===== src/rtl/lmc_pkg.sv =====
// rtl/lmc_pkg.sv - shared opcodes, mux selects, strobe indices and state encoding for the LMC sequencer
package lmc_pkg;

   localparam int OP_HLT = 0;
   localparam int OP_ADD = 1;
   localparam int OP_SUB = 2;
   localparam int OP_STA = 3;
   localparam int OP_LDA = 4;
   localparam int OP_BRA = 5;
   localparam int OP_BRZ = 6;
   localparam int OP_BRP = 7;
   localparam int OP_INP = 8;
   localparam int OP_OUT = 9;

   localparam logic [1:0] MUX_IN  = 2'b00;
   localparam logic [1:0] MUX_SUM = 2'b01;
   localparam logic [1:0] MUX_SUB = 2'b10;
   localparam logic [1:0] MUX_RAM = 2'b11;

   // Bit positions inside strobe_onehot; timer555 is owned by ADVANCE, not by the opcode.
   localparam int STB_W     = 6;
   localparam int STB_ACC   = 0;
   localparam int STB_RAM   = 1;
   localparam int STB_OUT   = 2;
   localparam int STB_JMP   = 3;
   localparam int STB_ZJMP  = 4;
   localparam int STB_PZJMP = 5;

   typedef enum logic [2:0] {
      ST_IDLE,
      ST_FETCH,
      ST_DECODE,
      ST_EXEC,
      ST_WAIT_IN,
      ST_ADVANCE,
      ST_HALT
   } state_t;

   typedef struct packed {
      logic [1:0]       mux_sel;
      logic             mux_en;
      logic [STB_W-1:0] strobe_onehot;
      logic             is_branch;
      logic             is_inp;
      logic             is_hlt;
   } decode_t;

endpackage


===== src/rtl/lmc_opcode_decode.sv =====
// rtl/lmc_opcode_decode.sv - combinational opcode decoder: mux select, strobe one-hot and class flags
module lmc_opcode_decode
   import lmc_pkg::*;
#(
   parameter int OPC_W = 4
) (
   input  logic [OPC_W-1:0] opcode,
   output decode_t          dec
);

   always_comb begin
      dec = '0;
      case (int'(opcode))
         OP_HLT: dec.is_hlt = 1'b1;
         OP_ADD: begin
            dec.mux_en                 = 1'b1;
            dec.mux_sel                = MUX_SUM;
            dec.strobe_onehot[STB_ACC] = 1'b1;
         end
         OP_SUB: begin
            dec.mux_en                 = 1'b1;
            dec.mux_sel                = MUX_SUB;
            dec.strobe_onehot[STB_ACC] = 1'b1;
         end
         OP_STA: dec.strobe_onehot[STB_RAM] = 1'b1;
         OP_LDA: begin
            dec.mux_en                 = 1'b1;
            dec.mux_sel                = MUX_RAM;
            dec.strobe_onehot[STB_ACC] = 1'b1;
         end
         OP_BRA: begin
            dec.is_branch              = 1'b1;
            dec.strobe_onehot[STB_JMP] = 1'b1;
         end
         OP_BRZ: begin
            dec.is_branch               = 1'b1;
            dec.strobe_onehot[STB_ZJMP] = 1'b1;
         end
         OP_BRP: begin
            dec.is_branch                = 1'b1;
            dec.strobe_onehot[STB_PZJMP] = 1'b1;
         end
         // INP's Acc strobe is issued from WAIT_IN once the operand arrives.
         OP_INP: begin
            dec.mux_en                 = 1'b1;
            dec.mux_sel                = MUX_IN;
            dec.is_inp                 = 1'b1;
            dec.strobe_onehot[STB_ACC] = 1'b1;
         end
         OP_OUT: dec.strobe_onehot[STB_OUT] = 1'b1;
         default: ;
      endcase
   end

endmodule


===== src/rtl/lmc_control_unit.sv =====
// rtl/lmc_control_unit.sv - fixed 4-cycle fetch/decode/exec/advance sequencer driving the LMC datapath strobes
module lmc_control_unit
   import lmc_pkg::*;
#(
   parameter int OPC_W = 4,
   parameter int CNT_W = 8
) (
   input  logic             clk,
   input  logic             reset,
   input  logic             run,
   input  logic             step,
   input  logic [OPC_W-1:0] instr,
   input  logic             Z_flag,
   input  logic             PZ_flag,
   input  logic             in_valid,
   output logic             in_ready,
   output logic [1:0]       MUX_switch,
   output logic             Acc_button,
   output logic             RAM_button,
   output logic             Output_button,
   output logic             timer555,
   output logic             JMP,
   output logic             Z_JMP,
   output logic             PZ_JMP,
   output logic             halted,
   output logic [CNT_W-1:0] instr_count
);

   state_t           state;
   state_t           state_nxt;
   logic [OPC_W-1:0] opcode_q;
   logic [1:0]       mux_q;
   logic             z_q;
   logic             pz_q;
   logic             step_mode_q;
   logic [STB_W-1:0] strobes;
   logic             taken;
   logic             retire;
   decode_t          dec;

   lmc_opcode_decode #(.OPC_W(OPC_W)) u_decode (
      .opcode (opcode_q),
      .dec    (dec)
   );

   // Branch outcome uses only the flags captured in DECODE.
   assign taken = dec.is_branch &&
                  (dec.strobe_onehot[STB_JMP] ||
                   (dec.strobe_onehot[STB_ZJMP]  && z_q) ||
                   (dec.strobe_onehot[STB_PZJMP] && pz_q));

   assign retire = (state == ST_ADVANCE) || (state == ST_DECODE && dec.is_hlt);

   assign MUX_switch = (state == ST_DECODE && dec.mux_en) ? dec.mux_sel : mux_q;

   always_comb begin
      state_nxt = state;
      strobes   = '0;
      timer555  = 1'b0;
      in_ready  = 1'b0;
      halted    = 1'b0;
      case (state)
         ST_IDLE:   if (run || step) state_nxt = ST_FETCH;
         ST_FETCH:  state_nxt = ST_DECODE;
         ST_DECODE: begin
            if (dec.is_hlt)      state_nxt = ST_HALT;
            else if (dec.is_inp) state_nxt = ST_WAIT_IN;
            else                 state_nxt = ST_EXEC;
         end
         ST_EXEC: begin
            strobes   = dec.strobe_onehot;
            state_nxt = ST_ADVANCE;
         end
         ST_WAIT_IN: begin
            if (in_valid) begin
               in_ready         = 1'b1;
               strobes[STB_ACC] = 1'b1;
               state_nxt        = ST_ADVANCE;
            end
         end
         ST_ADVANCE: begin
            timer555  = !taken;
            state_nxt = (run && !step_mode_q) ? ST_FETCH : ST_IDLE;
         end
         ST_HALT:   halted = 1'b1;
         default:   state_nxt = ST_IDLE;
      endcase
   end

   assign Acc_button    = strobes[STB_ACC];
   assign RAM_button    = strobes[STB_RAM];
   assign Output_button = strobes[STB_OUT];
   assign JMP           = strobes[STB_JMP];
   assign Z_JMP         = strobes[STB_ZJMP];
   assign PZ_JMP        = strobes[STB_PZJMP];

   always_ff @(posedge clk) begin
      if (reset) begin
         state       <= ST_IDLE;
         opcode_q    <= '0;
         mux_q       <= MUX_IN;
         z_q         <= 1'b0;
         pz_q        <= 1'b0;
         step_mode_q <= 1'b0;
         instr_count <= '0;
      end else begin
         state <= state_nxt;
         if (state == ST_IDLE && (run || step))
            step_mode_q <= step && !run;
         if (state == ST_FETCH)
            opcode_q <= instr;
         if (state == ST_DECODE) begin
            z_q  <= Z_flag;
            pz_q <= PZ_flag;
            if (dec.mux_en)
               mux_q <= dec.mux_sel;
         end
         if (retire && instr_count != '1)
            instr_count <= instr_count + 1'b1;
      end
   end

endmodule


===== config.mk =====
export PLATFORM = sky130hd
export DESIGN_NAME = lmc_control_unit
export DESIGN_NICKNAME = d
export VERILOG_FILES = /design/src/rtl/lmc_pkg.sv /design/src/rtl/lmc_opcode_decode.sv /design/src/rtl/lmc_control_unit.sv
export SDC_FILE = /design/constraint.sdc
export NUM_CORES = 1
export LEC_CHECK = 0
export CORE_ASPECT_RATIO = 1.2
export CORE_MARGIN = 1
export CORE_UTILIZATION = 45
export CTS_BUF_LIST = sky130_fd_sc_hd__clkbuf_4
export DETAILED_ROUTE_END_ITERATION = 10
export GPL_TIMING_DRIVEN = 0
export PLACE_DENSITY_LB_ADDON = 0.25
export REMOVE_ABC_BUFFERS = 1
export SETUP_SLACK_MARGIN = 0.4
export SYNTH_ARGS = -nofsm -noshare
export SYNTH_HDL_FRONTEND = slang
export SYNTH_HIERARCHICAL = 1
export SYNTH_SLANG_ARGS = --single-unit

===== constraint.sdc =====
create_clock -name clk -period 2.7 [get_ports clk]
set_clock_uncertainty 0.15 [all_clocks]
set_input_delay 0.405 -clock clk [delete_from_list [all_inputs] [get_ports clk]]
set_output_delay 0.405 -clock clk [all_outputs]
set_load 0.05 [all_outputs]

==> results.sh <==
export IMPL_gp_congestion=0.723
export IMPL_dp_hpwl_mm=1.70
export IMPL_wl_per_cell_um=12.4
export IMPL_synth_top_area_frac=0.333
export IMPL_worstReg2RegEnd="instr_count[5]"
export IMPL_cp_end_kind="primary output"
export IMPL_cts_hold_buf=0
export IMPL_path_class="flop to primary output"
export IMPL_vias_per_cell=5.30
export IMPL_whs_ns=0.330
export IMPL_hold_class="flop to flop"
export IMPL_min_from="pz_q"
export IMPL_synth_most_common_cell="dfxtp_1"
export IMPL_synth_area_leaders="dfxtp_1, mux2i_1, nor2_1"
export IMPL_syn_area_um2=1200
export IMPL_boundaryPins=30
export IMPL_tightest_slew_ns=0.711
export IMPL_worst_slack_ns=0.273
export IMPL_placed_cells=186
export IMPL_outcome="completed"
export IMPL_max_freq_mhz=412
export IMPL_power_density_nw_per_um2=754
export IMPL_numCtsBuffers=3
export IMPL_drv_slew=0
export IMPL_clock_sinks=20
export IMPL_worst_r2r_setup_slack_ns=0.52
export IMPL_drc_errors=0
export IMPL_detail_route_antenna_nets=0
export IMPL_clkTransAtPathRegs_ns=0.11
export IMPL_ys_ff_latch=20
export IMPL_min_delay_path_depth=2
export IMPL_drive_gt1_frac=0.291
export IMPL_cp_data_arrival_time_ns=1.87
export IMPL_synth_edf_count=0
export IMPL_synth_main_ff_cell="dfxtp_1"
export IMPL_vias=1049
export IMPL_rows=20
export IMPL_clock_path_buffers=2
export IMPL_finalNonFillerCells=198
export IMPL_first_global_vias=977
export IMPL_finalInstanceArea_um2=1590
export IMPL_fin_tns_setup_ns=0
export IMPL_total_leakage_power_nw=0.594
export IMPL_grtUsageTotal=0.185
export IMPL_peakVddDrop_uv=489
export IMPL_core_area_um2=2530
export IMPL_antenna_cells=0
export IMPL_min_period_ns=2.43
export IMPL_place_area_um2=1460
export IMPL_rsz0062_at_grt="yes"
export IMPL_critPathMaxStageDelay_ns=0.39
export IMPL_synth_cell_types=44
export IMPL_netlist_instances=134
export IMPL_setup_violations_final=0
export IMPL_min_to="pz_q"
export IMPL_die_area_um2=2890
export IMPL_fin_crit_sh=0.899
export IMPL_fp_dieW_um=49.2
export IMPL_cts_root_buf="clkbuf_4"
export IMPL_fin_nets=179
export IMPL_cp_cell_sequence="xor2_1, a221o_1, and3_4, mux2_4, buf_8"
export IMPL_grt_max_degree=21
export IMPL_clkLatencyLatePin_ns=0.29
export IMPL_ys_seq_area_frac=0.333
export IMPL_avgSynthCellArea_um2=8.98
export IMPL_start_kind="flop"
export IMPL_synthArstFlopShare=0
export IMPL_finalHoldViolCount=0
export IMPL_slowest_stage="dfxtp_4"
export IMPL_synth_largest_area_cell="dfxtp_1"
export IMPL_overflow=0
export IMPL_required_ns=2.14
export IMPL_yosys_top_cells_count="dfxtp_1, nor2_1, a21oi_1"
export IMPL_ctsHtreeMaxLevel=1
export IMPL_initial_core_util=0.476
export IMPL_area_growth_pct=32.2
export IMPL_portBuffers=29
export IMPL_ys_warn_count=6
export IMPL_slew_headroom=0.524
export IMPL_routed_wl_mm=2.46
export IMPL_first_pass_iters=4
export IMPL_grt_pass1_wl_mm=4.13
export IMPL_antenna_found_initial=0
export IMPL_crit_reg2reg_launch="opcode_q[3]"
export IMPL_worst_r2r_cell_count=5
export IMPL_fp_dieH_um=58.7
export IMPL_crit_fanout=6
export IMPL_cts_tree="done"
export IMPL_drt_iter0_markers=13
export IMPL_place_ws_ns=-0.159
export IMPL_maxCapViolations=0
## worst max-delay path: cells and delay by family, from the launching register on
family / cells / cell delay, ns
flops: 1 / 0.39
mux: 1 / 0.31
simple gates: 1 / 0.20
compound gates: 1 / 0.36
buf+inv: 1 / 0.15
xor+xnor: 1 / 0.16
## area by class of cell
| class | count | area, um2 |
|---|---|---|
| Sequential cell | 20 | 418 |
| Clock buffer | 3 | 22.5 |
| Inverter | 1 | 3.75 |
| Fill cell | 222 | 936 |
| Multi-Input combinational cell | 103 | 742 |
| Tap cell | 33 | 41.3 |
| Timing Repair Buffer | 38 | 364 |
## cell families (layout without fill, tap and decap cells)
family | after synthesis | after routing | share of synthesized area
AND/OR/NAND/NOR | 63 | 63 | 0.337
flip-flops | 20 | 20 | 0.333
multiplexers | 8 | 8 | 0.0686
XOR/XNOR | 5 | 5 | 0.0364
buffers and inverters | 11 | 42 | 0.0634
AO/OA/AOI/OAI | 26 | 26 | 0.152
adder cells (fa/ha/maj) | 1 | 1 | 0.0104
## per-layer routing
metal / vias up / share of wire / GRT usage
met5: - / 0 / 0
met4: 0 / 0.013 / 0.0840
met3: 4 / 0.042 / 0.0362
met2: 21 / 0.49 / 0.329
met1: 477 / 0.45 / 0.212
li1: 547 / - / -
## report_power, final
group	internal, mW	switching, mW
clock	0.0519	0.0850
sequential	0.362	0.114
combinational	0.302	0.285
total	0.717	0.484
## through the flow
step | total power [mW] | util
finish | 1.20 | 0.630
global route | 1.29 | 0.630
CTS | 1.16 | 0.619
detailed placement | 0.961 | 0.579
global placement | 0.943 | 0.579
floorplan | 0.829 | -
## cells in the final DEF (no fill, tap or decap), types with 3 or more instances in the layout
| cell type | synthesis | layout |
|---|---|---|
| a211oi_1 | 3 | 3 |
| a21oi_1 | 9 | 9 |
| and2_1 | 6 | 6 |
| and4bb_2 | 3 | 3 |
| buf_4 | 3 | 9 |
| clkbuf_4 | 0 | 3 |
| clkdlybuf4s15_2 | 0 | 4 |
| clkdlybuf4s50_1 | 0 | 18 |
| dfxtp_1 | 20 | 14 |
| dfxtp_4 | 0 | 4 |
| mux2i_1 | 6 | 6 |
| nand2_1 | 7 | 7 |
| nand3_1 | 4 | 4 |
| nor2_1 | 15 | 14 |
| nor2b_1 | 3 | 3 |
| nor3_1 | 4 | 4 |
| o21ai_0 | 5 | 5 |
| or3_2 | 3 | 3 |
| xor2_1 | 3 | 3 |
## state kept, by name, indices dropped and copies added, names as in the netlist
register     cells
step_mode_q      1
mux_q            2
opcode_q         4
pz_q             1
state            3
z_q              1
instr_count      8
## worst max path at each step
stage / startpoint / end / cells past startpoint
finish: opcode_q[1] / MUX_switch[1] / 5
global route: opcode_q[0] / MUX_switch[1] / 5
CTS: opcode_q[1] / MUX_switch[1] / 5
detailed placement: opcode_q[0] / MUX_switch[1] / 5
global placement: opcode_q[3] / MUX_switch[0] / 5
floorplan: opcode_q[3] / timer555 / 4
## timing repair
action / in CTS / in global routing
endpoints found under the setup margin: 11 / 13
gates resized for setup: 52 / 17
pin swaps: 2 / 4
buffers inserted: 8 / 1
(Power assumes the default switching activity.)
